$ cat src/rtl/pll_supervisor_if.sv
// Bundle between the PLL lock supervisor and its environment.
// The master side drives lock and restart inputs; the slave side is the supervisor.
interface pll_supervisor_if #(
    parameter int unsigned N_OUT = 2,
    parameter int unsigned CNT_W = 8
) ();
    logic             pll_locked;
    logic             force_restart;
    logic             pll_rst;
    logic [N_OUT-1:0] rst_out;
    logic             lock_ok;
    logic [2:0]       state_o;
    logic [CNT_W-1:0] retry_cnt;
    logic [CNT_W-1:0] loss_cnt;

    modport master (
        output pll_locked, force_restart,
        input  pll_rst, rst_out, lock_ok, state_o, retry_cnt, loss_cnt
    );

    modport slave (
        input  pll_locked, force_restart,
        output pll_rst, rst_out, lock_ok, state_o, retry_cnt, loss_cnt
    );
endinterface

$ cat src/rtl/pll_supervisor.sv
// ECP5 PLL lock supervisor: drives PLL RST, debounces LOCK, releases per-domain
// resets in staggered order, and restarts the PLL on timeout or lock loss.
module pll_supervisor #(
    parameter int unsigned N_OUT          = 2,
    parameter int unsigned RST_CYCLES     = 16,
    parameter int unsigned LOCK_TIMEOUT   = 65535,
    parameter int unsigned STABLE_CYCLES  = 1024,
    parameter int unsigned STAGGER_CYCLES = 8,
    parameter int unsigned CNT_W          = 8
) (
    input  logic            clock,
    input  logic            reset,
    pll_supervisor_if.slave bus
);
    localparam int unsigned RST_W    = $clog2(RST_CYCLES) + 1;
    localparam int unsigned TO_W     = $clog2(LOCK_TIMEOUT) + 1;
    localparam int unsigned STB_W    = $clog2(STABLE_CYCLES) + 1;
    localparam int unsigned REL_W    = $clog2(N_OUT * STAGGER_CYCLES) + 1;
    localparam int unsigned REL_SPAN = (N_OUT - 1) * STAGGER_CYCLES;

    localparam logic [2:0] S_RESET_PLL = 3'd0;
    localparam logic [2:0] S_WAIT_LOCK = 3'd1;
    localparam logic [2:0] S_STABILISE = 3'd2;
    localparam logic [2:0] S_RELEASE   = 3'd3;
    localparam logic [2:0] S_RUN       = 3'd4;

    logic [2:0]       state_q,     state_d;
    logic             lk_meta_q,   lk_meta_d;
    logic             lk_q,        lk_d;
    logic [RST_W-1:0] rst_cnt_q,   rst_cnt_d;
    logic [TO_W-1:0]  to_cnt_q,    to_cnt_d;
    logic [STB_W-1:0] stb_cnt_q,   stb_cnt_d;
    logic [REL_W-1:0] rel_cnt_q,   rel_cnt_d;
    logic [CNT_W-1:0] retry_cnt_q, retry_cnt_d;
    logic [CNT_W-1:0] loss_cnt_q,  loss_cnt_d;
    logic             pll_rst_q,   pll_rst_d;
    logic [N_OUT-1:0] rst_out_q,   rst_out_d;
    logic             lock_ok_q,   lock_ok_d;
    logic             timeout_ev;
    logic             loss_ev;

    // Next-state, counters and registered-output decode.
    always_comb begin
        state_d    = state_q;
        lk_meta_d  = bus.pll_locked;
        lk_d       = lk_meta_q;
        rst_cnt_d  = '0;
        to_cnt_d   = '0;
        stb_cnt_d  = '0;
        rel_cnt_d  = '0;
        timeout_ev = 1'b0;
        loss_ev    = 1'b0;

        case (state_q)
            S_RESET_PLL: begin
                if (rst_cnt_q == RST_W'(RST_CYCLES - 1)) begin
                    state_d = S_WAIT_LOCK;
                end else begin
                    rst_cnt_d = rst_cnt_q + RST_W'(1);
                end
            end
            S_WAIT_LOCK: begin
                if (lk_q) begin
                    state_d  = S_STABILISE;
                    to_cnt_d = to_cnt_q + TO_W'(1);
                end else if (to_cnt_q == TO_W'(LOCK_TIMEOUT - 1)) begin
                    state_d    = S_RESET_PLL;
                    timeout_ev = 1'b1;
                end else begin
                    to_cnt_d = to_cnt_q + TO_W'(1);
                end
            end
            // Glitches restart the stable count; the timeout keeps running from WAIT_LOCK entry.
            S_STABILISE: begin
                if (lk_q && (stb_cnt_q == STB_W'(STABLE_CYCLES - 1))) begin
                    state_d = S_RELEASE;
                end else if (to_cnt_q == TO_W'(LOCK_TIMEOUT - 1)) begin
                    state_d    = S_RESET_PLL;
                    timeout_ev = 1'b1;
                end else begin
                    to_cnt_d  = to_cnt_q + TO_W'(1);
                    stb_cnt_d = lk_q ? (stb_cnt_q + STB_W'(1)) : '0;
                end
            end
            S_RELEASE: begin
                if (!lk_q) begin
                    state_d = S_RESET_PLL;
                    loss_ev = 1'b1;
                end else if (rel_cnt_q == REL_W'(REL_SPAN)) begin
                    state_d = S_RUN;
                end else begin
                    rel_cnt_d = rel_cnt_q + REL_W'(1);
                end
            end
            S_RUN: begin
                if (!lk_q) begin
                    state_d = S_RESET_PLL;
                    loss_ev = 1'b1;
                end
            end
            default: state_d = S_RESET_PLL;
        endcase

        // A forced restart overrides any same-cycle event and is never counted.
        if (bus.force_restart) begin
            state_d    = S_RESET_PLL;
            timeout_ev = 1'b0;
            loss_ev    = 1'b0;
            rst_cnt_d  = '0;
            to_cnt_d   = '0;
            stb_cnt_d  = '0;
            rel_cnt_d  = '0;
        end

        retry_cnt_d = (timeout_ev && (retry_cnt_q != '1)) ? (retry_cnt_q + CNT_W'(1)) : retry_cnt_q;
        loss_cnt_d  = (loss_ev && (loss_cnt_q != '1)) ? (loss_cnt_q + CNT_W'(1)) : loss_cnt_q;

        pll_rst_d = (state_d == S_RESET_PLL);
        lock_ok_d = (state_d == S_RUN);
        rst_out_d = '1;
        if (state_d == S_RUN) begin
            rst_out_d = '0;
        end else if (state_d == S_RELEASE) begin
            // Bit i drops once i*STAGGER_CYCLES cycles have elapsed since RELEASE entry.
            for (int unsigned i = 0; i < N_OUT; i++) begin
                if ((i * STAGGER_CYCLES) <= 32'(rel_cnt_d)) begin
                    rst_out_d[i] = 1'b0;
                end
            end
        end
    end

    always_ff @(posedge clock) begin
        if (reset) begin
            state_q     <= S_RESET_PLL;
            lk_meta_q   <= 1'b0;
            lk_q        <= 1'b0;
            rst_cnt_q   <= '0;
            to_cnt_q    <= '0;
            stb_cnt_q   <= '0;
            rel_cnt_q   <= '0;
            retry_cnt_q <= '0;
            loss_cnt_q  <= '0;
            pll_rst_q   <= 1'b1;
            rst_out_q   <= '1;
            lock_ok_q   <= 1'b0;
        end else begin
            state_q     <= state_d;
            lk_meta_q   <= lk_meta_d;
            lk_q        <= lk_d;
            rst_cnt_q   <= rst_cnt_d;
            to_cnt_q    <= to_cnt_d;
            stb_cnt_q   <= stb_cnt_d;
            rel_cnt_q   <= rel_cnt_d;
            retry_cnt_q <= retry_cnt_d;
            loss_cnt_q  <= loss_cnt_d;
            pll_rst_q   <= pll_rst_d;
            rst_out_q   <= rst_out_d;
            lock_ok_q   <= lock_ok_d;
        end
    end

    assign bus.pll_rst   = pll_rst_q;
    assign bus.rst_out   = rst_out_q;
    assign bus.lock_ok   = lock_ok_q;
    assign bus.state_o   = state_q;
    assign bus.retry_cnt = retry_cnt_q;
    assign bus.loss_cnt  = loss_cnt_q;
endmodule

$ cat src/flat_wrapper.sv
// flat-port wrapper written by rule: the top's interface ports become plain ports
module pll_supervisor_flat 
#(
    parameter int unsigned N_OUT          = 2,
    parameter int unsigned RST_CYCLES     = 16,
    parameter int unsigned LOCK_TIMEOUT   = 65535,
    parameter int unsigned STABLE_CYCLES  = 1024,
    parameter int unsigned STAGGER_CYCLES = 8,
    parameter int unsigned CNT_W          = 8
)
  (clock, reset, bus_pll_locked, bus_force_restart, bus_pll_rst, bus_rst_out, bus_lock_ok, bus_state_o, bus_retry_cnt, bus_loss_cnt);
  pll_supervisor_if #(.N_OUT(N_OUT), .CNT_W(CNT_W)) bus_i ();
  input  logic clock;
  input  logic reset;
  input wire logic [$bits(bus_i.pll_locked)-1:0] bus_pll_locked;
  input wire logic [$bits(bus_i.force_restart)-1:0] bus_force_restart;
  output wire logic [$bits(bus_i.pll_rst)-1:0] bus_pll_rst;
  output wire logic [$bits(bus_i.rst_out)-1:0] bus_rst_out;
  output wire logic [$bits(bus_i.lock_ok)-1:0] bus_lock_ok;
  output wire logic [$bits(bus_i.state_o)-1:0] bus_state_o;
  output wire logic [$bits(bus_i.retry_cnt)-1:0] bus_retry_cnt;
  output wire logic [$bits(bus_i.loss_cnt)-1:0] bus_loss_cnt;
  assign bus_i.pll_locked = bus_pll_locked;
  assign bus_i.force_restart = bus_force_restart;
  assign bus_pll_rst = bus_i.pll_rst;
  assign bus_rst_out = bus_i.rst_out;
  assign bus_lock_ok = bus_i.lock_ok;
  assign bus_state_o = bus_i.state_o;
  assign bus_retry_cnt = bus_i.retry_cnt;
  assign bus_loss_cnt = bus_i.loss_cnt;
  pll_supervisor #(.N_OUT(N_OUT), .RST_CYCLES(RST_CYCLES), .LOCK_TIMEOUT(LOCK_TIMEOUT), .STABLE_CYCLES(STABLE_CYCLES), .STAGGER_CYCLES(STAGGER_CYCLES), .CNT_W(CNT_W)) u_core (.clock(clock), .reset(reset), .bus(bus_i));
endmodule
$ cat config.mk
export PLATFORM = sky130hd
export DESIGN_NAME = pll_supervisor_flat
export DESIGN_NICKNAME = d
export VERILOG_FILES = /design/src/rtl/pll_supervisor_if.sv /design/src/rtl/pll_supervisor.sv /design/src/flat_wrapper.sv
export SDC_FILE = /design/constraint.sdc
export NUM_CORES = 1
export LEC_CHECK = 0
export CORE_ASPECT_RATIO = 1.5
export CORE_MARGIN = 2
export CORE_UTILIZATION = 50
export DETAILED_ROUTE_END_ITERATION = 8
export PLACE_DENSITY = 0.77
export SLEW_MARGIN = 15
export SYNTH_ARGS = -nofsm -noshare
export SYNTH_HDL_FRONTEND = slang
export SYNTH_SLANG_ARGS = --single-unit
export TNS_END_PERCENT = 30
$ cat constraint.sdc
create_clock -name clock -period 1.7 [get_ports clock]
set_input_delay 0.34 -clock clock [delete_from_list [all_inputs] [get_ports clock]]
set_output_delay 0.34 -clock clock [all_outputs]
set_load 0.01 [all_outputs]
After elaboration in Yosys (flattened, before gate mapping)
Cells that the tools add are included.
{ "classes": {"n_lt_le_gt_ge": 1, "muxes": 28, "n_bitwise": 3, "eq_ne": 12, "n_reduce_logical": 9, "addsub": 6} }
{ "ops": {"columns": ["op", "n"], "rows": [
  ["17-bit two-way mux", 3],
  ["17-bit case mux with 2 select lines", 1],
  ["3-bit two-way mux", 8],
  ["5-bit two-way mux", 4],
  ["17-bit by 1-bit adder with 17-bit output (second input constant)", 1],
  ["17-bit by 16-bit equality test with 1-bit output (second input constant)", 1],
  ["8-bit by 1-bit adder with 8-bit output (second input constant)", 2],
  ["8-bit != test (second input constant)", 2],
  ["3-bit case mux with 5 select lines", 1],
  ["11-bit by 1-bit adder with 11-bit output (second input constant)", 1],
  ["11-bit by 10-bit equality test with 1-bit output (second input constant)", 1],
  ["5-bit by 1-bit adder with 5-bit output (second input constant)", 2],
  ["5-bit by 4-bit equality test with 1-bit output (second input constant)", 2],
  ["3-bit by 2-bit equality test with 1-bit output (second input constant)", 3],
  ["1-bit two-way mux", 8],
  ["3-bit equality test (second input constant)", 2],
  ["3-bit logical NOT", 2],
  ["6-bit OR reduction", 1],
  ["4-bit by 5-bit <= comparator with 1-bit output (first input constant)", 1],
  ["2-bit two-way mux", 2],
  ["2-bit OR reduction", 2],
  ["4-bit OR reduction", 1],
  ["3-bit by 1-bit equality test with 1-bit output (second input constant)", 1],
  ["1-bit logical AND", 3],
  ["2 further kinds", 4]
]} }
{ "word_totals": {"ff_bits": 63, "elab_cells": 71, "out_inout_bits": 23, "in_bits": 4} }

Depth between registers and ports, before layout
{ "logic_depth": {"ltp_word": 9, "mapped_depth": 8, "mapped_depth_nobuf": 8} }

Least setup slack after synthesis
No wires, ideal clock.
{ "synth_path": {"path_type": "register -> register", "from": "register u_core.state_q[2] (netlist: u_core.bus.state_o[2])", "to": "register u_core.loss_cnt_q[5] (netlist: u_core.bus.loss_cnt[5])", "required_ps": 1572, "path_stages_with_launch": 8, "t_arrival_ps": 1842, "setup_time_ps": 128, "path_buffers": 2, "slack_ps": -270, "synth_period_minus_slack_ps": 1970, "path_cell_list": "dfxtp_1 -> buf_4 -> or3b_1 -> a211o_1 -> buf_6 -> nor4_1 -> xnor2_1 -> nor2_1"} }
{ "synth_between": {"elab_chain_cells": 5, "elab_cells_between_ends": 6, "cone_classes": "eq/ne (2); mux (2); reduce/logical (2)"} }
{ "synth_lines": {"columns": ["item", "line", "rtl"], "rows": [
  ["start: declaration", "pll_supervisor.sv:27", "logic [2:0] state_q, state_d;"],
  ["start signal: assignment", "pll_supervisor.sv:148", "state_q <= state_d;"],
  ["3-bit by 2-bit equality test with 1-bit output or 3-bit equality test (tied branches)", "pll_supervisor.sv:54", "case (state_q)"],
  ["2-bit OR reduction (no source line) *", null, null],
  ["1-bit two-way mux *", null, null],
  ["1-bit two-way mux *", "pll_supervisor.sv:105", "if (bus.force_restart) begin"],
  ["1-bit logical AND *", "pll_supervisor.sv:116", "loss_cnt_d = (loss_ev && (loss_cnt_q != '1)) ? (loss_cnt_q + CNT_W'(1)) : loss_cnt_q;"],
  ["end signal: assignment", "pll_supervisor.sv:156", "loss_cnt_q <= loss_cnt_d;"],
  ["end: declaration", "pll_supervisor.sv:35", "logic [CNT_W-1:0] loss_cnt_q, loss_cnt_d;"]
]} }
Mark *: on every way between the ends. The rest lies on a longest branch, timed or not.
A chain may end at the register's enable or synchronous reset.

Final worst setup path
{ "layout_path": {"from": "register u_core.to_cnt_q[14]", "to": "register u_core.to_cnt_q[9]"} }
{ "layout_between": {"elab_chain_cells": 4, "elab_cells_between_ends": 5, "cone_classes": "eq/ne (1); mux (4)"} }
{ "layout_lines": {"columns": ["item", "line", "rtl"], "rows": [
  ["start: declaration", "pll_supervisor.sv:31", "logic [TO_W-1:0] to_cnt_q, to_cnt_d;"],
  ["start signal: assignment", "pll_supervisor.sv:152", "to_cnt_q <= to_cnt_d;"],
  ["17-bit by 16-bit equality test with 1-bit output *", "pll_supervisor.sv:66, pll_supervisor.sv:77", null],
  ["17-bit two-way mux *", "pll_supervisor.sv:66, pll_supervisor.sv:77", null],
  ["17-bit two-way mux (on tied branches)", "pll_supervisor.sv:75, pll_supervisor.sv:63", null],
  ["17-bit case mux with 2 select lines *", "pll_supervisor.sv:54", null]
]} }
Marks and branches as above.

==> flow_summary.json <==
{
  "cp-startpoint": "u_core.to_cnt_q[14]",
  "grt.overflow.total": 0,
  "maxSlewViolCount": 0,
  "reg2reg_depth": 7,
  "vias": 2639,
  "dp_cells": 467,
  "synth.distinct_cells": 48,
  "cp-start-kind": "register",
  "layout_setup_ws_ns": -0.195,
  "cap_violations": 0,
  "via_per_inst": 5.37,
  "setup_tns_ns": -4.75,
  "tightest_slew_ns": 0.435,
  "p_sw_mw": 0.594,
  "clkSinkCount": 63,
  "final_common_cell": "buf_4",
  "cts_htree_levels": 3,
  "drt_iter0_drc": 167,
  "row_count": 33,
  "die_area_um2": 6290,
  "worstPathMaxFanout": 17,
  "p_clk_frac": 0.486,
  "core_um2": 5450,
  "final_nets": 429,
  "cts_tree": "yes",
  "violations": "negative setup slack",
  "slew_headroom": 0.706,
  "clk_pin_slew_worst_paths_ns": 0.07,
  "die_x_um": 65.4,
  "synth-xor-area-share": 0.115,
  "synth.area.mux_share": 0.00752,
  "max_freq_mhz": 528,
  "drtAntennaViolNets": 0,
  "power_density_nw_per_um2": 719,
  "critPathRequiredTime_ns": 1.93,
  "hpwlAfterDp_mm": 4.52,
  "grt_pass1_vias": 2595,
  "portBuffers": 26,
  "insertion_delay_ns": 0.35,
  "crit_end": "u_core.to_cnt_q[9]",
  "ys_seq_area_frac": 0.446,
  "synthArstFlopShare": 0,
  "antenna_cells": 0,
  "pwr-share-comb": 0.015,
  "ys.flop_type": "dfxtp_1",
  "syn2layout_area_growth_pct": 45.9,
  "internal_power_mw": 2.37,
  "cts_made_buffers": 9,
  "period_share": 1.11,
  "synthesis.instances": 313,
  "power.total_mw": 2.97,
  "place_congestion": 0.829,
  "sw_frac_of_total": 0.200,
  "grt_pass1_wl_mm": 11.1,
  "crit_path_end_kind": "register",
  "final_cell_mix": "buf_4 (71), nor2_1 (52), dfxtp_1 (49)",
  "synth_top_family_by_area": "simple AND/OR/NAND/NOR gates",
  "ios": 27,
  "routed_wl_mm": 6.93,
  "drive_above_1_share": 0.330,
  "yosysWarnings": 0,
  "grt_start_max_net_pins": 18,
  "cts-root-buf": "clkbuf_8",
  "synthAdderAreaFrac": 0.0398,
  "synth-seq-cells": 63,
  "initial_utilization": 0.519,
  "synth-simple-area-share": 0.294,
  "syn_avg_cell_area_um2": 9.04,
  "postCtsHoldBufs": 0,
  "leakagePower_nw": 1.64,
  "rsz0062_at_grt": "yes",
  "synthesis.nets": 326,
  "hold_path_class": "reg -> reg",
  "setup_viol": 42,
  "status": "complete, but fails checks",
  "synth_edf_count": 0,
  "drc": 0,
  "layout_min_cycle_time_ns": 1.89,
  "setup.worst_path.class": "reg -> reg",
  "skew_ns": 0.00903,
  "stdcell_count": 491,
  "ir_worst_vdd_mv": 0.523,
  "r2r-start": "u_core.to_cnt_q[14]",
  "routedWlPerCell_um": 14.1,
  "r2r_end": "u_core.to_cnt_q[9]",
  "synth_area_um2": 2830,
  "synth_compound_area_frac": 0.0597,
  "cp.arrival_ns": 2.13,
  "die_h_um": 96.1,
  "drt-pass1-iter-count": 4,
  "antenna_found_initial": 0,
  "grtUsageTotal": 0.230,
  "cts_buffer_depth": 2,
  "r2r_slack_ns": -0.19,
  "p_seq_frac": 0.499,
  "finalHoldViolations": 0
}
==> per-stage QoR <==
step	worst slack (ns)	instance area [um2]	hold slack [ns]	utilization
3_5_place_dp	-0.190	3720	0.435	0.683
3_3_place_gp	-0.168	3720	0.429	0.683
5_1_grt	-0.283	4130	0.472	0.757
4_1_cts	-0.164	4050	0.449	0.744
6_report	-0.195	4130	0.445	0.757
2_1_floorplan	-0.193	2930	0.414	-
==> worst max-delay path: stages (launching register included) <==
cell	delay (ns)
dfxtp_2	0.33
nand4_1	0.18
buf_4	0.19
or4_4	0.42
o31a_1	0.28
o21ai_4	0.16
buf_12	0.16
nor2_1	0.06
==> what timing repair did <==
action                     CTS  global route
buffers inserted             5             1
cloned                       2             0
pin swaps                   10             4
gates resized for setup     18            17
setup endpoints to repair   52            55
==> metal layers <==
metal / up-vias / share of wire / GRT usage
met1: 1271 / 0.41 / 0.244
li1: 1293 / - / -
met5: - / 0 / 0
met4: 0 / 0.025 / 0.104
met2: 59 / 0.53 / 0.424
met3: 16 / 0.032 / 0.0550
==> how the worst min path moves through the flow <==
stage,startpoint,to,slack [ns],depth (start not counted)
finish,u_core.lk_d,u_core.lk_q,0.44,1
global route,u_core.lk_d,u_core.lk_q,0.47,1
global placement,u_core.lk_d,u_core.lk_q,0.43,1
detailed placement,u_core.lk_d,u_core.lk_q,0.44,1
floorplan,u_core.lk_d,u_core.lk_q,0.41,1
CTS,u_core.lk_d,u_core.lk_q,0.45,1
==> synth_stat cells, types with 2 or more instances <==
cell type | instances | area share
dfxtp_1 | 63 | 0.45
or3_1 | 4 | 0.0088
or4_1 | 2 | 0.0053
nor3_1 | 13 | 0.023
ha_1 | 9 | 0.040
nand4_1 | 9 | 0.020
nor4b_1 | 2 | 0.0062
a21oi_1 | 11 | 0.019
inv_1 | 9 | 0.012
nor3b_1 | 3 | 0.0080
and3_1 | 5 | 0.011
or2_2 | 2 | 0.0044
nor4_1 | 4 | 0.0088
o21ai_0 | 6 | 0.011
a211oi_1 | 2 | 0.0053
buf_6 | 4 | 0.016
nand4b_1 | 2 | 0.0062
nand3b_1 | 3 | 0.0080
nand3_1 | 17 | 0.030
nor2b_1 | 4 | 0.0088
clkbuf_1 | 4 | 0.0053
buf_4 | 2 | 0.0053
nand2_1 | 19 | 0.025
nor2_1 | 55 | 0.073
xnor2_1 | 21 | 0.065
xor2_1 | 16 | 0.050
==> power by group through the flow <==
stage                     clock network (mW)  logic [mW]  registers, mW
after floorplan                            0      0.0178           1.51
after global placement                     0      0.0413           1.51
after detailed placement                   0      0.0415           1.51
after CTS                               1.45      0.0440           1.48
after global routing                    1.53      0.0502           1.48
final                                   1.44      0.0459           1.48
==> final cells by class <==
| type | count | area (um2) |
|---|---|---|
| Clock buffer | 14 | 193 |
| Clock inverter | 2 | 35.0 |
| Fill cell | 383 | 1320 |
| Inverter | 9 | 33.8 |
| Multi-Input combinational cell | 233 | 1660 |
| Sequential cell | 63 | 1280 |
| Tap cell | 70 | 87.6 |
| Timing Repair Buffer | 100 | 833 |
==> flip-flops by register name, summed over array words and instances, names as in the netlist <==
signal and flops:
u_core.lk_d 1, u_core.bus.pll_rst 1, u_core.rel_cnt_q 5, u_core.bus.state_o 3, u_core.bus.rst_out 2, u_core.bus.retry_cnt 8, u_core.bus.loss_cnt 8, u_core.to_cnt_q 17
u_core.rst_cnt_q 5, u_core.lk_q 1, u_core.stb_cnt_q 11, u_core.bus.lock_ok 1
==> kinds of logic after synthesis <==
kind of cell | Yosys count
xor+xnor | 37
mux | 2
buf+inv | 19
flops | 63
fa+ha+maj | 9
simple gates | 156
compound gates | 27
Power figures use the tool's default switching activity.
==> RTL change 1: new RTL, same flow settings <==
Make the reset (`reset`) asynchronous in one clocked block.
--- a/src/rtl/pll_supervisor.sv
+++ b/src/rtl/pll_supervisor.sv
@@ -132,3 +132,3 @@
 
-    always_ff @(posedge clock) begin
+    always_ff @(posedge clock or posedge reset) begin
         if (reset) begin
Behaviour: no difference found for any inputs over 10 cycles, from zero or initial values and one cycle with reset high; that may be too few to reach the edited logic, so the function may still have changed.
==> RTL change 1 against the unedited design <==
  * The run still ends with negative setup slack left
  * Worst setup slack better by 0.093 ns
  * Sequential share of layout area rose by 7.1 points
  * Wire length decreased by 4.3%
  * Total power decreased by 2.9%
  * Sequential cell count unchanged
  * Area after synthesis up 6.1%
  * Cell area is 0.52% higher
  * Clock skew is 0.0023 ns higher
  * Largest cell class is now sequential cells
  * Highest routed layer unchanged
==> RTL change 1: results <==
[layout]
post-route-util_pct = 71.7
buffers = 92
clock_buffers = 12
fin_nets = 389
fill_cells = 410
multi_input_area_um2 = 1450
seq_cells = 63
layout-drive-gt1-share_pct = 29.8
buf_share_pct = 19.0
inverters = 13

[drt]
wl_met3_um = 192
routed_wl_mm = 6.63
dr_wl_met2_mm = 3.73
wl_per_cell_um = 14.6
drtIter0Drc = 95
num_vias = 2388
wl_met1_mm = 2.58

[timing]
setup_violations = 20
layout_setup_ws_ns = -0.102

[pwr]
peakVddDrop_mv = 0.455
leakage_nw = 2.01

[critical_path]
cp.arrival_ns = 2.03
crit_fanout = 4
endpoint = u_core.bus.retry_cnt[1]
worstReg2RegStart = u_core.to_cnt_q[0]
ff2ff_path_depth = 8

[synth]
yosysSeqAreaShare_pct = 52.6
syn_nets = 291
netlist-cell-type-count = 40
synthCells = 279
async_flop_share_pct = 100
synthTopCellsByCount = dfrtp_1 (60), nor2_1 (42), xnor2_1 (23)

[hold_path]
whs_endpoint = u_core.lk_q

[cts]
cts_resized = 20

[global_routing]
use_met1_pct = 24.5
grt_usage_pct = 22.4
grt_pass1_wl_mm = 11.3

[run_status]
violations = negative setup slack
status = complete, but fails checks

[placed_design]
dpl_cell_area_um2 = 3830
dp_cells = 436
[RTL change 1: cell types whose count changed after synthesis, moves of 5 or more]
cell     delta
a21oi_1     -7
and3_1      +8
and4_1      +5
dfrtp_1    +60
dfxtp_1    -63
nand4_1     -5
nor2_1     -13
nor3_1      -5
o21ai_0     -5
xor2_1      +5
[RTL change 1: worst max-delay path, stage by stage (launching register included)]
cell       delay, ns
dfrtp_1         0.38
inv_1           0.06
ha_1            0.16
nand4b_1        0.15
nor4_4          0.15
buf_4           0.18
o2111ai_4       0.16
buf_4           0.19
mux2_2          0.25
[RTL change 1: kinds of logic (layout without fill, tap and decap cells)]
family / count (synthesis) / count (layout) / share of synthesized area (%)
AOI/OAI and AO/OA: 15 / 15 / 3.96
xor gates and xnor gates: 44 / 44 / 12.8
adders and majority gates: 8 / 8 / 3.33
buffers and inverters: 18 / 121 / 2.58
DFF: 63 / 63 / 52.6
muxes: 2 / 2 / 0.750
and+or+nand+nor: 129 / 129 / 23.9
==> RTL change 2: new RTL, config.mk and constraints unchanged <==
Without the edit above. `CNT_W` is set to 8 in 3 places; all go to 10.
--- a/src/rtl/pll_supervisor_if.sv
+++ b/src/rtl/pll_supervisor_if.sv
@@ -4,3 +4,3 @@
     parameter int unsigned N_OUT = 2,
-    parameter int unsigned CNT_W = 8
+    parameter int unsigned CNT_W = 10
 ) ();
--- a/src/rtl/pll_supervisor.sv
+++ b/src/rtl/pll_supervisor.sv
@@ -8,3 +8,3 @@
     parameter int unsigned STAGGER_CYCLES = 8,
-    parameter int unsigned CNT_W          = 8
+    parameter int unsigned CNT_W          = 10
 ) (
--- a/src/flat_wrapper.sv
+++ b/src/flat_wrapper.sv
@@ -8,3 +8,3 @@
     parameter int unsigned STAGGER_CYCLES = 8,
-    parameter int unsigned CNT_W          = 8
+    parameter int unsigned CNT_W          = 10
 )
Interface: changed (resized bus_loss_cnt and bus_retry_cnt); port bits go from 27 to 31. No check against the original RTL was run, so the function may have changed too.
==> RTL change 2 against the unedited design <==
  * The run still ends with negative setup slack left
  * Clock skew rose by 0.0020 ns
  * First-iteration DRC count fell by 13%
  * Sequential cell count is 4 higher
  * Worst setup slack got worse by 0.077 ns
  * Sequential share of layout area grew 0.29 points
  * Hold slack better by 0.049 ns
  * Total power is 4.9% higher
  * Die area is 7.7% higher
  * Area after synthesis up 8.1%
  * Cell area up 6.2%
  * Sequential power rose by 6%
  * Wire length up 9.3%
  * Critical path type unchanged
==> RTL change 2: results <==
[global_routing]
use_met2_pct = 43.0
grt.met3_usage_pct = 3.59
grt_max_degree = 25
grt_pass1_wl_mm = 12.0

[layout]
seqCellArea_um2 = 1370
buf_share_pct = 20.1
fin_nets = 455
num-multi-input-gates = 250
multi_input_area_share_pct = 40.2
inverters = 14
stdcell_count = 519
clock_cell_area_share_pct = 5.14

[pwr]
leakage_nw = 1.74
peakVddDrop_mv = 0.583
power_switching_w = 0.000689

[drt]
wl_per_cell_um = 14.6
num_vias = 2790
wl_met1_mm = 2.84
dr_wl_met2_mm = 4.24

[synth]
yosysSeqAreaShare_pct = 43.8
muxShareOfSynthArea_pct = 0.695
synth_fa_ha_area_share_pct = 3.68
netlist-cell-type-count = 45
synthXorXnorAreaFrac_pct = 11.2
ys_ff_latch = 67
syn_nets = 356
synthTopCellsByCount = dfxtp_1 (67), nor2_1 (59), nand3_1 (25)

[placed_design]
dpl_cell_area_um2 = 3910
dp_hpwl_mm = 5.03
pre_cts_slack_ns = -0.396
portBuffers = 30
place_congestion = 0.772

[timing]
worst_slew_pin_slew_ns = 0.395
final.setup.tns_ns = -6.83
setup_violations = 47
layout_setup_ws_ns = -0.272

[run_status]
violations = negative setup slack
status = complete, but fails checks

[critical_path]
crit_fanout = 8
cp.arrival_ns = 2.26
cp_slowest_cell = nor4_4
==> RTL change 2: changes by cell type after synthesis, sizes merged, moves of 3 or more <==
cell	unedited run	this run
or4	2	6
clkbuf	4	7
dfxtp	63	67
nor3	13	7
nand2	19	14
and3	5	10
o31ai	0	4
nand3	18	25
inv	9	14
nor2	55	59
==> RTL change 2: worst paths after layout <==
path         depth (start not counted)                 endpoint  slack (ns)          startpoint
max reg2reg                          7  u_core.bus.retry_cnt[1]       -0.27  u_core.to_cnt_q[3]
min                                  1              u_core.lk_q        0.49         u_core.lk_d
max                                  7  u_core.bus.retry_cnt[1]       -0.27  u_core.to_cnt_q[3]
min reg2reg                          1              u_core.lk_q        0.49         u_core.lk_d
==> RTL change 2: what timing repair did <==
action                     in CTS  in global routing
resized for setup              35                 25
setup endpoints to repair      54                 67
buffers inserted                2                  6
gates cloned                    1                  0
pin swaps                      17                 14
